===== config.mk =====
export PLATFORM = sky130hd
export DESIGN_NAME = regfile_mp
export DESIGN_NICKNAME = d
export VERILOG_FILES = /design/src/rtl/regfile_mp.sv
export SDC_FILE = /design/constraint.sdc
export NUM_CORES = 2
export LEC_CHECK = 0
export ABC_AREA = 1
export CORE_AREA = 3 3 382 384
export CTS_CLUSTER_SIZE = 16
export DETAILED_ROUTE_END_ITERATION = 10
export DIE_AREA = 0 0 385 387
export GPL_TIMING_DRIVEN = 1
export PLACE_DENSITY = 0.62
export SLEW_MARGIN = 20
export SYNTH_ARGS = -nofsm -noshare
export SYNTH_HDL_FRONTEND = slang
export SYNTH_SLANG_ARGS = --single-unit

===== constraint.sdc =====
create_clock -name clk -period 4.2 [get_ports clk]
set_input_delay 0.84 -clock clk [delete_from_list [all_inputs] [get_ports clk]]
set_output_delay 0.84 -clock clk [all_outputs]
set_load 0.02 [all_outputs]

===== src/rtl/regfile_mp.sv =====
`default_nettype none
// ============================================================================
// regfile_mp: multi-port register file with a post-reset clear engine and a debug tap
// Revision: 1.0
// ============================================================================
module regfile_mp #(
  parameter int ADDRESS_WIDTH = 5,
  parameter int DATA_WIDTH    = 32,
  parameter int NUM_READ      = 2,
  parameter int BYPASS        = 1,
  parameter int DEBUG_REG     = 10
) (
  input  logic                              clk,
  input  logic                              rst,
  input  logic [NUM_READ*ADDRESS_WIDTH-1:0] rd_addr,
  output logic [NUM_READ*DATA_WIDTH-1:0]    rd_data,
  input  logic                              we0,
  input  logic                              we1,
  input  logic [ADDRESS_WIDTH-1:0]          wa0,
  input  logic [ADDRESS_WIDTH-1:0]          wa1,
  input  logic [DATA_WIDTH-1:0]             wd0,
  input  logic [DATA_WIDTH-1:0]             wd1,
  output logic [DATA_WIDTH-1:0]             dbg_data,
  output logic                              init_busy
);

  localparam int                     c_DEPTH   = 2**ADDRESS_WIDTH;
  localparam logic [ADDRESS_WIDTH-1:0] c_LAST    = '1;
  localparam logic [ADDRESS_WIDTH-1:0] c_DBG_IDX = ADDRESS_WIDTH'(DEBUG_REG);

  typedef enum logic [0:0] {
    ST_CLEAR = 1'b0,
    ST_READY = 1'b1
  } state_t;

  state_t                   r_state;
  logic [ADDRESS_WIDTH-1:0] r_cnt;
  logic [DATA_WIDTH-1:0]    r_regs [c_DEPTH];

  logic w_busy;
  logic w_wr0;
  logic w_wr1;

  // rst is included directly so reads are masked in the very cycle reset is asserted
  assign w_busy    = rst || (r_state == ST_CLEAR);
  assign init_busy = w_busy;
  assign w_wr0     = (r_state == ST_READY) && we0 && (wa0 != '0);
  assign w_wr1     = (r_state == ST_READY) && we1 && (wa1 != '0);

  always_ff @(posedge clk) begin
    if (rst) begin
      r_state <= ST_CLEAR;
      r_cnt   <= '0;
    end else if (r_state == ST_CLEAR) begin
      r_regs[r_cnt] <= '0;
      r_cnt         <= r_cnt + 1'b1;
      if (r_cnt == c_LAST) begin
        r_state <= ST_READY;
      end
    end else begin
      if (w_wr0) begin
        r_regs[wa0] <= wd0;
      end
      // port 1 is assigned last so it wins on an address collision
      if (w_wr1) begin
        r_regs[wa1] <= wd1;
      end
    end
  end

  for (genvar i = 0; i < NUM_READ; i++) begin : g_rd
    logic [ADDRESS_WIDTH-1:0] w_ra;
    logic [DATA_WIDTH-1:0]    w_rd;

    assign w_ra = rd_addr[i*ADDRESS_WIDTH +: ADDRESS_WIDTH];

    always_comb begin
      w_rd = r_regs[w_ra];
      if (w_busy || (w_ra == '0)) begin
        w_rd = '0;
      end else if (BYPASS != 0) begin
        if (we1 && (wa1 == w_ra)) begin
          w_rd = wd1;
        end else if (we0 && (wa0 == w_ra)) begin
          w_rd = wd0;
        end
      end
    end

    assign rd_data[i*DATA_WIDTH +: DATA_WIDTH] = w_rd;
  end

  if (DEBUG_REG == 0) begin : g_dbg_zero
    assign dbg_data = '0;
  end else begin : g_dbg_reg
    assign dbg_data = w_busy ? '0 : r_regs[c_DBG_IDX];
  end

endmodule
`default_nettype wire


* Word-level counts from Yosys, hierarchy flattened
Memory sizes are Yosys's and may differ from the RTL's.
Cells that the tools add are included.
** Word-level totals
- Register bits after elaboration :: 6
- Bits in writable memories :: 1024
- Output and inout bits :: 97
- Word-level logic and storage cells :: 49
- Memories :: 1
** Cells by class
- Add/sub/neg operators :: 1
- Eq/ne operators :: 5
- Multiplexer cells :: 23
- Bitwise operators :: 1
- Reductions and logical operators :: 16
** Memories
- r_regs :: words 32, bits a word 32, rd ports 3, clocked after Yosys merged registers in 0, write ports 2, RTL line 38 : logic [DATA_WIDTH-1:0] r_regs [c_DEPTH];
** Operator list (count)
- 2-to-1 mux 32 bit :: 8
- OR reduction 32 bit :: 1
- == test 5 bit :: 4
- 2-to-1 mux 1 bit :: 14
- zero test 5 bit :: 2
- nonzero test 5 bit :: 2
- logical AND 1 bit :: 8
- adder 5 x 1 -> 5 bit (second input constant) :: 1
- == test 5 bit (second input constant) :: 1
- 2-to-1 mux 5 bit :: 1
- logical OR 1 bit :: 3
- inverter 1 bit :: 1

* Longest topological paths before layout
- Word-level depth :: 8
- Gate-level depth with buffers :: 12
- Mapped depth without buffers :: 10

* Worst setup path before layout
No wires, ideal clock.
- Kind :: in2reg
- Start point :: input rst
- End point :: memory r_regs[7][0], enable pin
- Library setup time :: 0.466 ns
- Arrival :: 4.097 ns
- Data required time :: 3.734 ns
- Setup slack :: -0.363 ns
- Stages :: 10
- Buffers on the path :: 1
- Cell sequence :: inv_2 nand2_2 nor2_2 nand2_2 buf_2 nand2_1 o21ai_1 inv_1 nand3_1 o21ai_0
** RTL lines
- start, declared :: RTL line 14 : input logic rst,
- end, declared :: RTL line 38

* Worst setup path in the final report
- Start point :: input wa1[3]
- End point :: output rd_data[41]
** Between the ends
- Longest elaborated chain between the ends :: 4
** RTL lines
- start, declared :: RTL line 20 : input logic [ADDRESS_WIDTH-1:0] wa1,
- == test 5 bit :: RTL line 82 : if (we1 && (wa1 == w_ra)) begin
- logical AND 1 bit :: RTL line 82
- 2-to-1 mux 32 bit :: RTL line 82
- 2-to-1 mux 32 bit :: RTL line 79 : if (w_busy || (w_ra == '0)) begin
- end, declared :: RTL line 16 : output logic [NUM_READ*DATA_WIDTH-1:0] rd_data,
Every way passes these cells.

==> impl_metrics.env <==
export IMPL_synth_cell_area_um2=64170
export IMPL_insertion_delay_ns=0.77
export IMPL_crit_arrival_ns=3.33
export IMPL_holdCritPathClass="reg -> reg"
export IMPL_portBuffers=184
export IMPL_route_detailed_drc=0
export IMPL_cp_start_kind="input port"
export IMPL_wl_um=302700
export IMPL_endpoint_required_time_on_the_critical_path_ns=3.36
export IMPL_cts_inserted_buffers=116
export IMPL_timing_slew_headroom_pct=23.33
export IMPL_power_density_nw_per_um2=328.9
export IMPL_cts_repair_resize_count=29
export IMPL_grt_start_max_net_pins=94
export IMPL_holdBufCountCts=0
export IMPL_yosys_register_bits=1030
export IMPL_grt_setup_unrepaired="no"
export IMPL_hpwlAfterDp_um=194000
export IMPL_cts_setup_buffers=0
export IMPL_synth_lib_cells_used_distinct=30
export IMPL_finalMaxSlewViolations=0
export IMPL_commonest_non_fill_non_tap_cell_in_the_layout="nand2_1"
export IMPL_critical_path_max_stage_delay_ns=0.68
export IMPL_grt_pass1_vias=60721
export IMPL_core_region_area_um2=143100
export IMPL_seq_area_frac_synth_pct=48.10
export IMPL_ctsHtreeMaxLevel=3
export IMPL_detail_route_iter0_violations=10615
export IMPL_layout_cells_most_common_list="nand2_1, nand3_1, edfxtp_1"
export IMPL_tightest_slew_ns=1.149
export IMPL_pre_repair_dr_iteration_count=7
export IMPL_cellLeakagePower_uw=0.02884
export IMPL_vdd_ir_drop_worst_uv=321.3
export IMPL_grt_overflow=0
export IMPL_initial_utilization_pct=44.83
export IMPL_max_cap_violations=0
export IMPL_die_area_um2=149000
export IMPL_crit_path_cell_trace="clkdlybuf4s50_1 -> inv_2 -> nand2_1 -> a21oi_1 -> nand2_1 -> nor2_4 -> buf_12 -> inv_4 -> buf_12 -> o21ai_0 -> a21oi_1 -> clkdlybuf4s50_1"
export IMPL_fin_util_pct=52.26
export IMPL_final_period_utilization_pct=99.25
export IMPL_setup_tns_ns=0
export IMPL_cts_path_max_buffers=3
export IMPL_final_antenna_net_count=0
export IMPL_run_status="finished clean"
export IMPL_timing_critical_path_fanout_max=17
export IMPL_track_usage_pct=39.45
export IMPL_hold_viol_final=0
export IMPL_ys_warn_count=0
export IMPL_grt_pass1_wl_um=428800
export IMPL_syn_mean_instance_area_um2=7.382
export IMPL_finalHoldWorstSlack_ns=0.5187
export IMPL_synthesis_instances=8693
export IMPL_synth_net_count=8783
export IMPL_layout_nets=8759
export IMPL_route_vias_total=66290
export IMPL_num_rows=139
export IMPL_number_of_ports_placed_on_the_die_boundary=185
export IMPL_route_detailed_wl_per_inst_um=28.34
export IMPL_cts_num_sinks=1030
export IMPL_nFillCells=13364
export IMPL_fp_dieH_um=387
export IMPL_flow_area_growth_from_synthesis_pct=16.56
export IMPL_clk_pin_slew_worst_paths_ns=0.06
export IMPL_drive_above_1_share_pct=8.989
export IMPL_setup_viol_count_final=0
export IMPL_path_class="in -> out"
export IMPL_initial_antenna_violation_count=15
export IMPL_cts_tree="built"
export IMPL_slowest_stage="clkdlybuf4s50_1"
export IMPL_clockRootBuffer="clkbuf_16"
export IMPL_layout_min_cycle_time_ns=4.168
export IMPL_skew_ns=0.02685
export IMPL_timing_fmax_mhz=239.9
export IMPL_horizontal_die_dimension_um=385
export IMPL_worstSetupEndpointType="output pin"
export IMPL_place_gp_congestion=0.9785
export IMPL_setup_slack_after_layout_ns=0.03167
export IMPL_dp_slack_ns=-0.1654
export IMPL_via_per_inst=6.208
-- Yosys cell counts, drive strengths merged --
cell type	instances	area share (%)
nand3	1172	9.2
clkbuf	290	1.7
nand2	3522	21
o21ai	1332	10
o22ai	15	0.15
dfxtp	6	0.19
a31oi	1	0.0098
nor3	15	0.21
nand4	3	0.029
o221ai	2	0.027
ha	2	0.039
edfxtp	1024	48
buf	497	4.0
clkinv	2	0.012
a21oi	319	2.5
inv	269	1.6
nor2	222	1.5
-- sequential cells by signal, summed over array words and instances, names as in the netlist --
signal,cells
r_cnt,5
r_regs,1024
r_state,1
-- final cells by class --
type,instances,area (um^2),share of cell area (%)
diodes,10,25.02,0.03345
clock buffers,145,3075,4.112
clock inverters,70,689.4,0.9217
inverters,271,1075,1.437
multi-input cells,6605,29190,39.02
flip-flops and latches,1030,30870,41.27
well taps,1903,2381,3.183
repair buffers,645,7498,10.02
-- per-stage QoR --
step / total power [uW] / cells / area [um^2]
global placement: 14240 / 10454 / 70910
finish: 24600 / 10679 / 74800
floorplan: 12940 / 8693 / 64170
global route: 25140 / 10670 / 74780
CTS: 24470 / 10669 / 74660
detailed placement: 14260 / 10454 / 70910
-- power by group --
part	internal [uW]	leakage, uW	switching, uW	total [uW]
combinational	870	0.0182	2080	2950
clock	5950	0.00183	4490	10400
sequential	11200	0.00883	18.6	11200
total	18000	0.0288	6590	24600
-- routing by layer --
layer | GRT usage [%] | up-vias | share of wire [%]
met1 | 52.69 | 30986 | 37
li1 | - | 29146 | -
met4 | 22.00 | 12 | 6.7
met5 | 0 | - | 0.024
met2 | 58.24 | 5075 | 42
met3 | 10.11 | 1071 | 14
-- logic make-up after synthesis --
| kind of cell | Yosys count | share of synthesized area (%) |
|---|---|---|
| AOI/OAI and AO/OA | 1669 | 13.06 |
| adders and majority gates | 2 | 0.03899 |
| buffers and inverters | 1058 | 7.263 |
| DFF | 1030 | 48.10 |
| and+or+nand+nor | 4934 | 31.53 |
-- worst paths after layout --
path / startpoint / endpoint / slack (ns) / depth (start not counted)
max: wa1[3] / rd_data[41] / 0.03 / 12
min: r_cnt[4] / r_cnt[4] / 0.52 / 2
max reg2reg: r_state / r_regs[10][17] / 1.27 / 10
min reg2reg: r_cnt[4] / r_cnt[4] / 0.52 / 2
-- critical path: cells and delay by family --
family / cells / cell delay, ns
compound gates: 3 / 0.33
buf+inv: 6 / 1.91
simple gates: 3 / 0.24
(Power assumes the default switching activity.)
